<file path="src/rtl/count_frame_serializer_pkg.sv">
// Shared definitions for count_frame_serializer: FSM state encoding and header defaults.
// Optional checksum byte is enabled by defining FRAME_CSUM_EN.
package count_frame_serializer_pkg;

   typedef enum logic [1:0] {
      ST_IDLE = 2'd0,
      ST_HDR  = 2'd1,
      ST_DATA = 2'd2,
      ST_CSUM = 2'd3
   } state_t;

   localparam logic [7:0] HDR_BASE_DEFAULT = 8'hA0;

   function automatic logic [7:0] header_byte(input logic [7:0] base, input logic chan);
      return base | {7'b0, chan};
   endfunction

endpackage

</file>
<file path="src/rtl/count_frame_serializer_sat_counter.sv">
// sat_counter: W-bit up counter that sticks at all-ones; asynchronous active-low clear.
module sat_counter #(
   parameter int W = 8
) (
   input  logic         i_clk,
   input  logic         i_rst_n,
   input  logic         i_inc,
   output logic [W-1:0] o_count
);

   logic [W-1:0] r_count;

   always_ff @(posedge i_clk or negedge i_rst_n) begin
      if (!i_rst_n) begin
         r_count <= '0;
      end else if (i_inc && (r_count != {W{1'b1}})) begin
         r_count <= r_count + W'(1);
      end
   end

   assign o_count = r_count;

endmodule

</file>
<file path="src/rtl/count_frame_serializer.sv">
// count_frame_serializer: snapshots one of two counters on Capture and streams header + bytes (MSB first)
// over a valid/ready link. Define FRAME_CSUM_EN to append an XOR checksum byte after the data bytes.
module count_frame_serializer
   import count_frame_serializer_pkg::*;
#(
   parameter int         DATA_W   = 64,
   parameter logic [7:0] HDR_BASE = HDR_BASE_DEFAULT,
   parameter int         DROP_W   = 8
) (
   input  logic              Clk,
   input  logic              Reset,
   input  logic [DATA_W-1:0] In0,
   input  logic [DATA_W-1:0] In1,
   input  logic              Sel,
   input  logic              Capture,
   output logic [7:0]        Dout,
   output logic              Dvalid,
   input  logic              Dready,
   output logic              Busy,
   output logic [DROP_W-1:0] DropCnt,
   output logic [1:0]        o_dbg_state
);

   localparam int NBYTES = DATA_W / 8;
   localparam int IDX_W  = (NBYTES > 1) ? $clog2(NBYTES) : 1;
   localparam logic [IDX_W-1:0] LAST_IDX = IDX_W'(NBYTES - 1);

   // Link contract: a byte moves on a rising edge where Dvalid & Dready; while Dvalid=1 and Dready=0
   // the byte, state and index stay put, and Dvalid only falls after the last byte of a frame moves.
   state_t                    r_state, w_state_nxt;
   logic [IDX_W-1:0]          r_idx, w_idx_nxt;
   logic [NBYTES-1:0][7:0]    r_snap, w_snap_nxt;
   logic [7:0]                r_dout, w_dout_nxt;
   logic                      r_dvalid, w_dvalid_nxt;
   logic                      r_busy;
   logic                      w_xfer;
   logic                      w_drop_inc;
   logic [IDX_W-1:0]          w_pick_idx;
   logic [7:0]                w_pick_byte;
   logic [7:0]                w_hdr;
`ifdef FRAME_CSUM_EN
   logic [7:0]                r_csum, w_csum_nxt;
`endif

   assign w_xfer     = r_dvalid & Dready;
   assign w_drop_inc = Capture & (r_state != ST_IDLE);
   assign w_hdr      = header_byte(HDR_BASE, Sel);

   // Byte k of the frame body lives at byte lane NBYTES-1-k of the frozen snapshot.
   assign w_pick_idx  = (r_state == ST_HDR) ? '0 : r_idx + IDX_W'(1);
   assign w_pick_byte = r_snap[LAST_IDX - w_pick_idx];

   always_comb begin
      w_state_nxt  = r_state;
      w_idx_nxt    = r_idx;
      w_snap_nxt   = r_snap;
      w_dout_nxt   = r_dout;
      w_dvalid_nxt = r_dvalid;
`ifdef FRAME_CSUM_EN
      w_csum_nxt   = r_csum;
`endif
      case (r_state)
         ST_IDLE: begin
            if (Capture) begin
               w_state_nxt  = ST_HDR;
               w_snap_nxt   = Sel ? In1 : In0;
               w_dout_nxt   = w_hdr;
               w_dvalid_nxt = 1'b1;
`ifdef FRAME_CSUM_EN
               w_csum_nxt   = w_hdr;
`endif
            end
         end
         ST_HDR: begin
            if (w_xfer) begin
               w_state_nxt = ST_DATA;
               w_idx_nxt   = '0;
               w_dout_nxt  = w_pick_byte;
`ifdef FRAME_CSUM_EN
               w_csum_nxt  = r_csum ^ w_pick_byte;
`endif
            end
         end
         ST_DATA: begin
            if (w_xfer) begin
               if (r_idx == LAST_IDX) begin
`ifdef FRAME_CSUM_EN
                  w_state_nxt  = ST_CSUM;
                  w_dout_nxt   = r_csum;
`else
                  w_state_nxt  = ST_IDLE;
                  w_dout_nxt   = 8'h00;
                  w_dvalid_nxt = 1'b0;
`endif
               end else begin
                  w_idx_nxt  = r_idx + IDX_W'(1);
                  w_dout_nxt = w_pick_byte;
`ifdef FRAME_CSUM_EN
                  w_csum_nxt = r_csum ^ w_pick_byte;
`endif
               end
            end
         end
`ifdef FRAME_CSUM_EN
         ST_CSUM: begin
            if (w_xfer) begin
               w_state_nxt  = ST_IDLE;
               w_dout_nxt   = 8'h00;
               w_dvalid_nxt = 1'b0;
            end
         end
`endif
         default: begin
            w_state_nxt  = ST_IDLE;
            w_dout_nxt   = 8'h00;
            w_dvalid_nxt = 1'b0;
         end
      endcase
   end

   // Reset is expected to be released synchronously to Clk by its source.
   always_ff @(posedge Clk or negedge Reset) begin
      if (!Reset) begin
         r_state  <= ST_IDLE;
         r_idx    <= '0;
         r_snap   <= '0;
         r_dout   <= 8'h00;
         r_dvalid <= 1'b0;
         r_busy   <= 1'b0;
`ifdef FRAME_CSUM_EN
         r_csum   <= 8'h00;
`endif
      end else begin
         r_state  <= w_state_nxt;
         r_idx    <= w_idx_nxt;
         r_snap   <= w_snap_nxt;
         r_dout   <= w_dout_nxt;
         r_dvalid <= w_dvalid_nxt;
         r_busy   <= (w_state_nxt != ST_IDLE);
`ifdef FRAME_CSUM_EN
         r_csum   <= w_csum_nxt;
`endif
      end
   end

   sat_counter #(.W(DROP_W)) u_drop_cnt (
      .i_clk   (Clk),
      .i_rst_n (Reset),
      .i_inc   (w_drop_inc),
      .o_count (DropCnt)
   );

   assign Dout        = r_dout;
   assign Dvalid      = r_dvalid;
   assign Busy        = r_busy;
   assign o_dbg_state = r_state;

endmodule

</file>
<file path="config.mk">
export PLATFORM = sky130hd
export DESIGN_NAME = count_frame_serializer
export DESIGN_NICKNAME = d
export VERILOG_FILES = /design/src/rtl/count_frame_serializer_pkg.sv /design/src/rtl/count_frame_serializer_sat_counter.sv /design/src/rtl/count_frame_serializer.sv
export SDC_FILE = /design/constraint.sdc
export NUM_CORES = 1
export LEC_CHECK = 0
export CORE_MARGIN = 10
export CORE_UTILIZATION = 30
export CTS_CLUSTER_DIAMETER = 60
export CTS_CLUSTER_SIZE = 28
export DETAILED_ROUTE_END_ITERATION = 8
export DONT_BUFFER_PORTS = 1
export GPL_ROUTABILITY_DRIVEN = 0
export GPL_TIMING_DRIVEN = 0
export PLACE_DENSITY = 0.55
export SYNTH_ARGS = -nofsm -noshare
export SYNTH_HDL_FRONTEND = slang
export SYNTH_SLANG_ARGS = --single-unit
</file>
<file path="constraint.sdc">
create_clock -name Clk -period 4.3 [get_ports Clk]
set_input_delay 0.86 -clock Clk [delete_from_list [all_inputs] [get_ports Clk]]
set_output_delay 0.86 -clock Clk [all_outputs]
set_load 0.005 [all_outputs]
</file>
==> impl_results.html, run 1 <==
<table>
<tr><th>Metric</th><th>Value</th></tr>
<tr><th colspan="2">Setup path</th></tr>
<tr><td>WP data required</td><td>4500 ps</td></tr>
<tr><td>Buffering stage count on the worst path with inverters included</td><td>3</td></tr>
<tr><td>Register-to-register path setup slack</td><td>2030 ps</td></tr>
<tr><td>Delay contributed by the slowest stage of the critical path</td><td>530 ps</td></tr>
<tr><td>Slowest cell on the critical path</td><td>clkbuf_1</td></tr>
<tr><td>Cell repeated most along the worst path</td><td>clkbuf_1</td></tr>
<tr><td>Kind of cell adding the most delay to the critical path</td><td>buffers and inverters</td></tr>
<tr><td>Crit start category</td><td>flip-flop</td></tr>
<tr><td>Setup crit end kind</td><td>flip-flop</td></tr>
<tr><td>Data arrival at the endpoint of the critical path</td><td>about 2500 ps</td></tr>
<tr><td>Cell-by-cell trace of the critical path</td><td>clkbuf_1, nor2_1, and2_1, clkbuf_1, clkbuf_1, a21oi_1</td></tr>
<tr><td>Critical setup path kind</td><td>flip-flop to flip-flop</td></tr>
<tr><td>Worst Path Max Fanout</td><td>10</td></tr>
<tr><th colspan="2">Die</th></tr>
<tr><td>Die Wd</td><td>144 microns</td></tr>
<tr><td>Overall die height</td><td>144 microns</td></tr>
<tr><td>Number of placement rows</td><td>45</td></tr>
<tr><td>Initial core utilization</td><td>30.4%</td></tr>
<tr><td>Boundary pin count</td><td>153</td></tr>
<tr><td>Standard cell core area</td><td>0.0151 sq mm</td></tr>
<tr><td>DIE AREA</td><td>0.0206 sq mm</td></tr>
<tr><th colspan="2">STA</th></tr>
<tr><td>Highest achievable clock rate</td><td>441 MHz</td></tr>
<tr><td>Tmin final</td><td>2270 ps</td></tr>
<tr><td>Setup-failing EPs final</td><td>0</td></tr>
<tr><td>Number of endpoints with negative hold slack in the final report</td><td>0</td></tr>
<tr><td>RSZ-0062 raised after global routing</td><td>no</td></tr>
<tr><td>Max-slew violation count</td><td>0</td></tr>
<tr><td>Relative slew margins</td><td>around 37%</td></tr>
<tr><td>Setup TNS Final</td><td>0 ps</td></tr>
<tr><td>Worst-Margin Slew</td><td>938 ps</td></tr>
<tr><td>Worst Clk Skew</td><td>12.4 ps</td></tr>
<tr><td>Final worst-path cycle share</td><td>52.7%</td></tr>
<tr><td>Final hold slack</td><td>208 ps</td></tr>
<tr><th colspan="2">Pwr</th></tr>
<tr><td>Power per unit of standard cell area</td><td>751 mW/mm^2</td></tr>
<tr><td>Fraction of power spent switching nets</td><td>about two fifths</td></tr>
<tr><td>Internal cell power</td><td>between 2 and 2.5 mW</td></tr>
<tr><td>Switching power</td><td>between 1 and 1.5 mW</td></tr>
<tr><td>Leakage component of the power</td><td>2.20 nW</td></tr>
<tr><td>Combinational group share of total power</td><td>between 30% and 40%</td></tr>
<tr><td>Relative contribution of the clock network to total power</td><td>between 20% and 30%</td></tr>
<tr><td>Max VDD drop</td><td>204 uV</td></tr>
<tr><td>Sequential share of power</td><td>38.3%</td></tr>
<tr><th colspan="2">Logic synthesis</th></tr>
<tr><td>Yosys Warn Count</td><td>0</td></tr>
<tr><td>Most frequent cell after synthesis</td><td>dfrtp_1</td></tr>
<tr><td>Most used standard cells in the synthesized netlist</td><td>87 x dfrtp_1, 75 x a21oi_1, 71 x nor2_1, 65 x mux2i_1, 19 x clkbuf_1</td></tr>
<tr><td>Synth Cell Area</td><td>0.00459 sq mm</td></tr>
<tr><td>Synth async-reset ratio</td><td>100%</td></tr>
<tr><td>Number of synthesized flops with an enable pin</td><td>0</td></tr>
<tr><td>Average cell area after synthesis</td><td>10.1 sq um</td></tr>
<tr><td>Most common flop cell mapped by yosys</td><td>dfrtp_1</td></tr>
<tr><td>Share of the yosys chip area belonging to registers</td><td>a little under half</td></tr>
<tr><td>Number of register bits inferred by synthesis</td><td>87</td></tr>
<tr><td>Netlist cell types</td><td>36</td></tr>
<tr><td>Library cell with the largest summed area after synthesis</td><td>dfrtp_1</td></tr>
<tr><td>Synthesized netlist cell count</td><td>455</td></tr>
<tr><td>Syn Nets</td><td>591</td></tr>
<tr><td>Top cells by area, synth</td><td>dfrtp_1 47%, mux2i_1 14%, a21oi_1 8.2%</td></tr>
<tr><td>Area share of the leading cell type in the synthesized netlist</td><td>47.5%</td></tr>
<tr><th colspan="2">Place</th></tr>
<tr><td>I/O Buffers</td><td>0</td></tr>
<tr><td>Cell total after placement</td><td>643</td></tr>
<tr><td>DP HPWL</td><td>11000 microns</td></tr>
<tr><th colspan="2">Final layout</th></tr>
<tr><td>Area of the multi-input gates</td><td>0.00225 sq mm</td></tr>
<tr><td>Register Area</td><td>0.00218 sq mm</td></tr>
<tr><td>Util after Layout</td><td>between 30% and 40%</td></tr>
<tr><td>Post-route insts no fill</td><td>659</td></tr>
<tr><td>Fraction of layout cells with a size suffix above 1</td><td>9.13%</td></tr>
<tr><td>Antenna Cells</td><td>0</td></tr>
<tr><td>Nets</td><td>between 600 and 700</td></tr>
<tr><td>Relative area change from synthesis to final layout</td><td>12.3%</td></tr>
<tr><td>Filler cell count in the final layout</td><td>between 1500 and 2000</td></tr>
<tr><th colspan="2">Routing</th></tr>
<tr><td>Average routed wire per standard cell</td><td>~21 microns</td></tr>
<tr><td>Final wirelength</td><td>between 10000 and 15000 microns</td></tr>
<tr><td>Via total after detailed routing</td><td>3432</td></tr>
<tr><td>Routed Antenna Nets</td><td>0</td></tr>
<tr><td>Via count normalized by instance count</td><td>between 5 and 6</td></tr>
<tr><td>Number of DRC violations after detailed-routing iteration 0</td><td>229</td></tr>
<tr><td>DR pass1 iterations</td><td>4</td></tr>
<tr><td>DRC violations left</td><td>0</td></tr>
<tr><th colspan="2">Global routing</th></tr>
<tr><td>Via count of the first global-routing pass</td><td>3745</td></tr>
<tr><td>Sum of overflow across all layers after global routing</td><td>0</td></tr>
<tr><td>Antenna violations before repair</td><td>0</td></tr>
<tr><td>Largest net degree at the start of global routing</td><td>88</td></tr>
<tr><td>Overall global routing resource usage</td><td>13.6%</td></tr>
<tr><td>First-pass GRT wire length</td><td>21500 microns</td></tr>
<tr><th colspan="2">Clock network</th></tr>
<tr><td>Total of cells resized after clock tree synthesis</td><td>0</td></tr>
<tr><td>Post-CTS Hold Buffers</td><td>0</td></tr>
<tr><td>Post-CTS setup buffer count</td><td>0</td></tr>
<tr><td>Largest buffer count on any clock path</td><td>2</td></tr>
<tr><td>Clock net sink count</td><td>87</td></tr>
<tr><td>H-tree levels</td><td>3</td></tr>
<tr><td>Number of buffers created by CTS</td><td>9</td></tr>
<tr><td>TritonCTS clock tree</td><td>built</td></tr>
<tr><td>Clock tree root driver cell</td><td>clkbuf_16</td></tr>
<tr><td>Clock slew at reported path FFs</td><td>70 ps</td></tr>
<tr><td>Clock latency reported for the late side of the worst-skew pair</td><td>350 ps</td></tr>
<tr><th colspan="2">Min path</th></tr>
<tr><td>Path type of the worst min-delay path</td><td>input pin to async pin</td></tr>
<tr><th colspan="2">Job</th></tr>
<tr><td>Max capacitance violation total</td><td>0</td></tr>
<tr><th colspan="2">Status</th></tr>
<tr><td>Result of the run</td><td>finished clean</td></tr>
</table>
-- logic make-up after synthesis --
| kind of cell | count (synthesis) | share of synthesized area (%) |
|---|---|---|
| AO/OA/AOI/OAI | 115 | 15.1 |
| XOR/XNOR | 7 | 1.34 |
| adder cells (fa/ha/maj) | 3 | 0.818 |
| buffers and inverters | 39 | 3.46 |
| flip-flops | 87 | 47.5 |
| multiplexers | 81 | 20.1 |
| AND/OR/NAND/NOR | 123 | 11.8 |
-- registers in the layout (all words and copies together) (netlist names) --
register            flops
Busy                    1
r_snap                 64
o_dbg_state             2
u_drop_cnt.o_count      8
Dvalid                  1
Dout                    8
r_idx                   3
-- worst register-to-register path: cells and delay by family, from the launching register on --
family	cells	cell delay, ps
buf+inv	3	1190
flops	1	420
compound gates	1	140
simple gates	2	390
-- layer usage --
metal	routed length [microns]	vias up	global-route usage, %	share of wire (%)
li1	-	1657	-	-
met5	0	-	0	0
met4	216	0	4.03	1.5
met1	6010	1641	16.8	43
met3	1040	17	4.75	7.4
met2	6840	117	22.0	48
-- cells in the final DEF (no fill, tap or decap), types with 2 or more instances in the layout --
master,count
clkinv_4,2
bufinv_16,2
clkbuf_16,9
clkbuf_1,19
o22ai_1,3
mux4_2,8
buf_2,10
inv_6,2
o221ai_1,7
nand3_1,5
nor2_1,71
a22o_1,10
o21ai_0,5
nor3_1,4
mux2i_1,65
a21oi_1,75
nor2b_1,3
nand2_1,16
xor2_1,4
inv_1,5
or3_1,5
a32oi_1,3
nand4_1,2
buf_1,5
xnor2_1,3
ha_1,3
and2_1,2
mux2_2,8
dfrtp_1,87
nand2b_1,13
o2bb2ai_1,5
-- through the flow --
| stage | worst slack (ps) | power (mW) | area, sq um |
|---|---|---|---|
| global placement | 1720 | 2.97 | 4820 |
| floorplan | 2340 | 2.56 | 4590 |
| global route | 1780 | 4.15 | 5150 |
| finish | 2030 | 3.87 | 5150 |
| detailed placement | 1700 | 3.03 | 4820 |
| CTS | 2010 | 3.90 | 5150 |
-- path summary, 6_finish.rpt --
path	cells after the start	endpoint	startpoint
setup / recovery	6	r_snap[63]	o_dbg_state[0]
hold / removal	0	r_snap[22]	Reset
setup reg to reg	6	r_snap[63]	o_dbg_state[0]
hold reg to reg	1	u_drop_cnt.o_count[7]	u_drop_cnt.o_count[7]
max in group asynchronous	0	r_snap[50]	Reset
min in group Clk	1	u_drop_cnt.o_count[7]	u_drop_cnt.o_count[7]
-- layout make-up --
class / count / area share [%]
multi-input cells: 329 / 43.7
flip-flops and latches: 87 / 42.3
well taps: 188 / 4.57
clock buffers: 9 / 4.37
plain buffers: 34 / 2.72
clock inverters: 7 / 1.99
inverters: 5 / 0.364
-- power groups by stage --
stage | Clock, mW | Sequential (mW) | Combinational [mW]
2_1_floorplan | 0 | 1.38 | 1.18
3_3_place_gp | 0 | 1.49 | 1.49
3_5_place_dp | 0 | 1.50 | 1.53
4_1_cts | 0.877 | 1.49 | 1.54
5_1_grt | 0.905 | 1.53 | 1.71
6_report | 0.863 | 1.48 | 1.52
Power figures use the tool's default switching activity.
==> run 2, diff against run 1 <==
PLACE_DENSITY = 0.56   (was 0.55)
clock period = 2 ns   (was 4.3 ns; I/O delays follow)
==> run 2 against run 1 <==
Net effect:
- the flow now finishes with violations (hold timing)
- total power rose by 120%
- global-route usage rose by 0.11 points
- register-to-register slack got worse by 1900 ps
- critical endpoint is now Dout[1]
- largest power group unchanged
==> impl_results.html, run 2 (synthesis gave the netlist of run 1 again) <==
<table>
<tr><th>Metric</th><th>Value</th></tr>
<tr><th colspan="2">STA</th></tr>
<tr><td>Final hold slack</td><td>-250 ps</td></tr>
<tr><td>Number of endpoints with negative hold slack in the final report</td><td>between 80 and 90</td></tr>
<tr><td>Max-slew violation count</td><td>0</td></tr>
<tr><td>Relative slew margins</td><td>about 40%</td></tr>
<tr><td>Worst Clk Skew</td><td>11.7 ps</td></tr>
<tr><td>Highest achievable clock rate</td><td>roughly 530 MHz</td></tr>
<tr><td>RSZ-0062 raised after global routing</td><td>no</td></tr>
<tr><td>Final worst-path cycle share</td><td>94.2%</td></tr>
<tr><td>Worst-Margin Slew</td><td>895 ps</td></tr>
<tr><td>Slack of the critical path</td><td>116 ps</td></tr>
<tr><td>Setup-failing EPs final</td><td>0</td></tr>
<tr><td>Tmin final</td><td>1880 ps</td></tr>
<tr><th colspan="2">Final layout</th></tr>
<tr><td>Relative area change from synthesis to final layout</td><td>14.4%</td></tr>
<tr><td>Commonest non-fill, non-tap cells in the layout</td><td>86 x dfrtp_1, 74 x a21oi_1, 71 x nor2_1</td></tr>
<tr><td>Nets</td><td>602</td></tr>
<tr><td>Top register by number of flip-flops</td><td>r_snap</td></tr>
<tr><td>Post-route insts no fill</td><td>between 600 and 700</td></tr>
<tr><td>Fraction of layout cells with a size suffix above 1</td><td>13.2%</td></tr>
<tr><td>Antenna Cells</td><td>0</td></tr>
<tr><td>Util after Layout</td><td>34.8%</td></tr>
<tr><td>Leading cell type in the layout, fill and taps excluded</td><td>dfrtp_1</td></tr>
<tr><td>Flip-flop count of the largest register after layout</td><td>64</td></tr>
<tr><th colspan="2">Pwr</th></tr>
<tr><td>Fraction of power spent switching nets</td><td>36.7%</td></tr>
<tr><td>Max VDD drop</td><td>466 uV</td></tr>
<tr><td>Power per unit of standard cell area</td><td>1640 mW/mm^2</td></tr>
<tr><td>Sequential share of power</td><td>a little under two fifths</td></tr>
<tr><td>Internal cell power</td><td>5.45 mW</td></tr>
<tr><td>Combinational group share of total power</td><td>between 30 and 40%</td></tr>
<tr><td>Switching power</td><td>about 3.2 mW</td></tr>
<tr><td>Relative contribution of the clock network to total power</td><td>23.9%</td></tr>
<tr><td>Leakage component of the power</td><td>2.26 nW</td></tr>
<tr><th colspan="2">Routing</th></tr>
<tr><td>Final wirelength</td><td>roughly 14000 microns</td></tr>
<tr><td>DRC violations left</td><td>0</td></tr>
<tr><td>Routed Antenna Nets</td><td>0</td></tr>
<tr><td>Average routed wire per standard cell</td><td>21.2 microns</td></tr>
<tr><td>DR pass1 iterations</td><td>4</td></tr>
<tr><td>Number of DRC violations after detailed-routing iteration 0</td><td>248</td></tr>
<tr><td>Via total after detailed routing</td><td>approximately 3500</td></tr>
<tr><td>Via count normalized by instance count</td><td>5.24</td></tr>
<tr><th colspan="2">Place</th></tr>
<tr><td>Cell total after placement</td><td>643</td></tr>
<tr><td>DP HPWL</td><td>around 11000 microns</td></tr>
<tr><td>I/O Buffers</td><td>0</td></tr>
<tr><td>Post-Place Worst Slack</td><td>-250 ps</td></tr>
<tr><th colspan="2">Status</th></tr>
<tr><td>Result of the run</td><td>complete, but fails checks</td></tr>
<tr><td>Violated checks</td><td>hold timing</td></tr>
<tr><th colspan="2">Die</th></tr>
<tr><td>Initial core utilization</td><td>30.4%</td></tr>
<tr><td>Standard cell core area</td><td>0.0151 sq mm</td></tr>
<tr><td>DIE AREA</td><td>0.0206 sq mm</td></tr>
<tr><td>Overall die height</td><td>about 140 microns</td></tr>
<tr><td>Number of placement rows</td><td>45</td></tr>
<tr><td>Die Wd</td><td>around 140 microns</td></tr>
<tr><td>Boundary pin count</td><td>153</td></tr>
<tr><th colspan="2">Global routing</th></tr>
<tr><td>Overall global routing resource usage</td><td>13.7%</td></tr>
<tr><td>Sum of overflow across all layers after global routing</td><td>0</td></tr>
<tr><td>Via count of the first global-routing pass</td><td>3864</td></tr>
<tr><td>Largest net degree at the start of global routing</td><td>88</td></tr>
<tr><td>First-pass GRT wire length</td><td>roughly 22000 microns</td></tr>
<tr><td>Antenna violations before repair</td><td>0</td></tr>
<tr><th colspan="2">Clock network</th></tr>
<tr><td>Clock net sink count</td><td>87</td></tr>
<tr><td>Number of buffers created by CTS</td><td>9</td></tr>
<tr><td>H-tree levels</td><td>3</td></tr>
<tr><td>Clock slew at reported path FFs</td><td>70 ps</td></tr>
<tr><td>Clock latency reported for the late side of the worst-skew pair</td><td>350 ps</td></tr>
<tr><td>Largest buffer count on any clock path</td><td>2</td></tr>
<tr><td>Clock tree root driver cell</td><td>clkbuf_16</td></tr>
<tr><td>TritonCTS clock tree</td><td>built</td></tr>
<tr><th colspan="2">Job</th></tr>
<tr><td>Max capacitance violation total</td><td>0</td></tr>
<tr><th colspan="2">Setup path</th></tr>
<tr><td>Worst Path Max Fanout</td><td>10</td></tr>
<tr><td>Critical setup path kind</td><td>flip-flop to flip-flop</td></tr>
<tr><td>WP data required</td><td>2230 ps</td></tr>
<tr><td>Setup crit end kind</td><td>flip-flop</td></tr>
<tr><td>Data arrival at the endpoint of the critical path</td><td>2110 ps</td></tr>
<tr><td>Crit start category</td><td>flip-flop</td></tr>
<tr><th colspan="2">Min path</th></tr>
<tr><td>Path type of the worst min-delay path</td><td>input pin to async pin</td></tr>
</table>
[run 2: cell count changes in the layout (fill, tap and decap cells not counted), sizes merged]
cell / change
buf: +2
bufinv: +2
clkbuf: -2
clkinv: -2
clkinvlp: +1
inv: -1
[run 2: area by class of cell]
type | count | area [sq um]
tap | 188 | 235
clock inverter | 7 | 144
clock buffer | 9 | 225
multi-input combinational | 329 | 2280
inverter | 5 | 18.8
timing repair buffer | 1 | 7.51
fill | 1571 | 9840
buffer | 33 | 161
sequential | 87 | 2180
[run 2: metal layers]
metal | vias up | share of wire (%) | global-route usage (%)
met3 | 16 | 6.3 | 3.86
met2 | 112 | 49 | 22.7
met4 | 0 | 1.5 | 4.03
li1 | 1652 | - | -
met1 | 1673 | 43 | 17.0
met5 | - | 0 | 0
[run 2: power by group through the flow]
stage,sequential [mW],clock [mW],combinational (mW)
floorplan,2.98,0,2.53
CTS,3.19,2.09,3.33
finish,3.18,2.06,3.37
detailed placement,3.21,0,3.26
global route,3.30,2.17,3.77
global placement,3.19,0,3.18
[run 2: path summary, 6_finish.rpt]
kind	startpoint	endpoint	slack, ps	cells past startpoint
max	r_idx[1]	Dout[1]	120	5
min	Reset	r_snap[6]	-250	0
max reg2reg	r_idx[1]	Dout[1]	120	5
min reg2reg	r_snap[5]	r_snap[5]	520	2
max in group asynchronous	Reset	r_snap[28]	2100	0
min in group Clk	Capture	o_dbg_state[0]	240	2
[run 2: through the flow]
stage	total power, mW	area [sq um]	TNS (ps)
final	8.60	5250	0
after global routing	9.25	5250	0
after CTS	8.62	5220	0
after detailed placement	6.47	4820	-9890
after global placement	6.36	4820	-8120
after floorplan	5.51	4590	0
[run 2: timing repair]
item	in CTS	in global routing
endpoints found under the setup margin	71	48
pin swaps	0	1
gates resized for setup	11	19
buffers inserted	0	1
hold endpoints to repair	87	87
[run 2: worst max-delay path, stage by stage (launching register included)]
cell and delay (ps):
dfrtp_1 400, ha_1 300, buf_6 180, mux4_2 550, o2bb2ai_1 140, a22o_1 190
==> run 3, diff against run 2 <==
CORE_UTILIZATION = 42   (was 30)
DONT_BUFFER_PORTS = not set   (was 1)
PLACE_DENSITY = 0.88   (was 0.56)
==> run 3 against run 2 <==
Net effect:
- worst hold slack improved by 260 ps
- the run now ends clean
- critical endpoint unchanged
- highest routed layer unchanged
- clock power down 35%
- final cell count grew 16%
==> impl_results.html, run 3 (synthesis gave the netlist of run 1 again) <==
<table>
<tr><th>Metric</th><th>Value</th></tr>
<tr><th colspan="2">Final layout</th></tr>
<tr><td>Commonest non-fill, non-tap cells in the layout</td><td>150 x clkdlybuf4s50_1, 87 x dfrtp_1, 74 x a21oi_1</td></tr>
<tr><td>Leading cell type in the layout, fill and taps excluded</td><td>clkdlybuf4s50_1</td></tr>
<tr><td>Post-route insts no fill</td><td>763</td></tr>
<tr><td>Flip-flop count of the largest register after layout</td><td>64</td></tr>
<tr><td>Fraction of layout cells with a size suffix above 1</td><td>a little under a tenth</td></tr>
<tr><td>Relative area change from synthesis to final layout</td><td>42.8%</td></tr>
<tr><td>Top register by number of flip-flops</td><td>r_snap</td></tr>
<tr><td>Nets</td><td>754</td></tr>
<tr><th colspan="2">Routing</th></tr>
<tr><td>Average routed wire per standard cell</td><td>around 19 microns</td></tr>
<tr><td>Final wirelength</td><td>14400 microns</td></tr>
<tr><td>Via count normalized by instance count</td><td>5.54</td></tr>
<tr><td>DRC violations left</td><td>0</td></tr>
<tr><td>Number of DRC violations after detailed-routing iteration 0</td><td>roughly 390</td></tr>
<tr><td>DR pass1 iterations</td><td>7</td></tr>
<tr><td>Via total after detailed routing</td><td>around 4200</td></tr>
<tr><td>Routed Antenna Nets</td><td>0</td></tr>
<tr><th colspan="2">Pwr</th></tr>
<tr><td>Power per unit of standard cell area</td><td>~1300 mW/mm^2</td></tr>
<tr><td>Sequential share of power</td><td>37.3%</td></tr>
<tr><td>Leakage component of the power</td><td>~2.8 nW</td></tr>
<tr><td>Max VDD drop</td><td>560 uV</td></tr>
<tr><td>Internal cell power</td><td>5.27 mW</td></tr>
<tr><td>Relative contribution of the clock network to total power</td><td>approximately 16%</td></tr>
<tr><td>Fraction of power spent switching nets</td><td>a little under two fifths</td></tr>
<tr><td>Switching power</td><td>3.22 mW</td></tr>
<tr><td>Combinational group share of total power</td><td>a little under half</td></tr>
<tr><th colspan="2">Setup path</th></tr>
<tr><td>Launch point of the critical path</td><td>o_dbg_state[1]</td></tr>
<tr><td>Setup crit end kind</td><td>flip-flop</td></tr>
<tr><td>Worst Path Max Fanout</td><td>10</td></tr>
<tr><td>Launch instance of the worst register-to-register path</td><td>o_dbg_state[1]</td></tr>
<tr><td>Critical path destination</td><td>Dout[1]</td></tr>
<tr><td>Crit start category</td><td>flip-flop</td></tr>
<tr><td>Reg-to-Reg End</td><td>Dout[1]</td></tr>
<tr><td>Register-to-register path setup slack</td><td>50 ps</td></tr>
<tr><td>Logic depth of the worst register-to-register path</td><td>6</td></tr>
<tr><td>Data arrival at the endpoint of the critical path</td><td>about 2200 ps</td></tr>
<tr><td>WP data required</td><td>roughly 2200 ps</td></tr>
<tr><td>Critical setup path kind</td><td>flip-flop to flip-flop</td></tr>
<tr><th colspan="2">Global routing</th></tr>
<tr><td>Antenna violations before repair</td><td>1</td></tr>
<tr><td>Sum of overflow across all layers after global routing</td><td>0</td></tr>
<tr><td>Via count of the first global-routing pass</td><td>4485</td></tr>
<tr><td>Largest net degree at the start of global routing</td><td>47</td></tr>
<tr><td>Overall global routing resource usage</td><td>17.8%</td></tr>
<tr><td>First-pass GRT wire length</td><td>about 23000 microns</td></tr>
<tr><th colspan="2">STA</th></tr>
<tr><td>Setup TNS Final</td><td>0 ps</td></tr>
<tr><td>Final worst-path cycle share</td><td>a little over nine tenths</td></tr>
<tr><td>Number of endpoints with negative hold slack in the final report</td><td>0</td></tr>
<tr><td>Worst Clk Skew</td><td>17.9 ps</td></tr>
<tr><td>Relative slew margins</td><td>about two fifths</td></tr>
<tr><td>Max-slew violation count</td><td>0</td></tr>
<tr><td>Worst-Margin Slew</td><td>878 ps</td></tr>
<tr><td>Setup-failing EPs final</td><td>0</td></tr>
<tr><td>Highest achievable clock rate</td><td>between 500 and 600 MHz</td></tr>
<tr><td>Tmin final</td><td>between 1500 and 2000 ps</td></tr>
<tr><th colspan="2">Clock network</th></tr>
<tr><td>H-tree levels</td><td>3</td></tr>
<tr><td>Largest buffer count on any clock path</td><td>2</td></tr>
<tr><td>TritonCTS clock tree</td><td>built</td></tr>
<tr><td>Clock slew at reported path FFs</td><td>90 ps</td></tr>
<tr><td>Clock tree root driver cell</td><td>clkbuf_8</td></tr>
<tr><td>Clock latency reported for the late side of the worst-skew pair</td><td>between 300 and 400 ps</td></tr>
<tr><td>Clock net sink count</td><td>87</td></tr>
<tr><td>Post-CTS Hold Buffers</td><td>0</td></tr>
<tr><td>Number of buffers created by CTS</td><td>9</td></tr>
<tr><th colspan="2">Place</th></tr>
<tr><td>Cell total after placement</td><td>747</td></tr>
<tr><td>DP HPWL</td><td>11200 microns</td></tr>
<tr><td>I/O Buffers</td><td>151</td></tr>
<tr><th colspan="2">Die</th></tr>
<tr><td>Number of placement rows</td><td>38</td></tr>
<tr><td>Overall die height</td><td>125 microns</td></tr>
<tr><td>Die Wd</td><td>roughly 120 microns</td></tr>
<tr><td>DIE AREA</td><td>between 0.015 and 0.02 sq mm</td></tr>
<tr><td>Standard cell core area</td><td>between 0.01 and 0.015 sq mm</td></tr>
<tr><td>Initial core utilization</td><td>42.7%</td></tr>
<tr><td>Boundary pin count</td><td>153</td></tr>
<tr><th colspan="2">Job</th></tr>
<tr><td>Max capacitance violation total</td><td>0</td></tr>
<tr><th colspan="2">Min path</th></tr>
<tr><td>Path type of the worst min-delay path</td><td>input pin to async pin</td></tr>
<tr><th colspan="2">Status</th></tr>
<tr><td>Result of the run</td><td>finished clean</td></tr>
</table>
[run 3: timing repair]
item	4_1_cts	5_1_grt
resized for setup	5	19
setup buffers	0	1
pin swaps	0	0
setup endpoints to repair	44	56
[run 3: cell type report]
class                   count  area [sq um]
repair buffers            153          1540
multi-input cells         329          2270
inverters                   5          18.8
well taps                 140           175
diodes                      1          2.50
plain buffers              33           156
fillers                   861          4190
clock buffers              11           141
flip-flops and latches     87          2180
clock inverters             4          70.1
[run 3: power by group through the flow]
stage	clock [mW]	combinational, mW	sequential [mW]
6_report	1.33	3.99	3.17
5_1_grt	1.42	4.36	3.24
4_1_cts	1.33	3.90	3.11
3_5_place_dp	0	3.82	3.14
3_3_place_gp	0	3.69	3.09
2_1_floorplan	0	2.53	2.98
[run 3: critical path, stage by stage, from the launching register on]
cell and delay (ps):
dfrtp_1 490, nand2b_1 210, buf_4 200, nand2b_1 100, mux4_2 480, o2bb2ai_1 140, a22o_1 190
[run 3: layer usage]
metal / global-route usage (%) / vias up / part of all wire [%]
li1: - / 1953 / -
met1: 20.9 / 2028 / 39
met2: 30.5 / 217 / 50
met3: 5.28 / 31 / 8.3
met4: 5.76 / 0 / 2.3
met5: 0 / - / 0
[run 3: worst min path at each step]
stage                           from                    end  slack, ps  cells after the start
2_1_floorplan                  Reset                   Busy        100                      0
3_3_place_gp   u_drop_cnt.o_count[7]  u_drop_cnt.o_count[7]        490                      1
3_5_place_dp                   Reset                 Dvalid        410                      1
4_1_cts                        Reset                 Dvalid         40                      1
5_1_grt                        Reset                 Dvalid         50                      1
6_report                       Reset         o_dbg_state[0]         10                      1
[run 3: per-stage QoR]
stage | setup slack (ps) | utilization, % | hold slack (ps) | instance area, sq um | power, mW
after floorplan | 183 | - | 104 | 4590 | 5.51
after global placement | -2310 | 58.4 | 488 | 6270 | 6.78
after detailed placement | -320 | 58.6 | 415 | 6290 | 6.96
after CTS | 0.0691 | 60.6 | 37.0 | 6510 | 8.34
after global routing | -6.42 | 61.0 | 48.7 | 6550 | 9.02
final | 47.1 | 61.0 | 11.3 | 6550 | 8.49
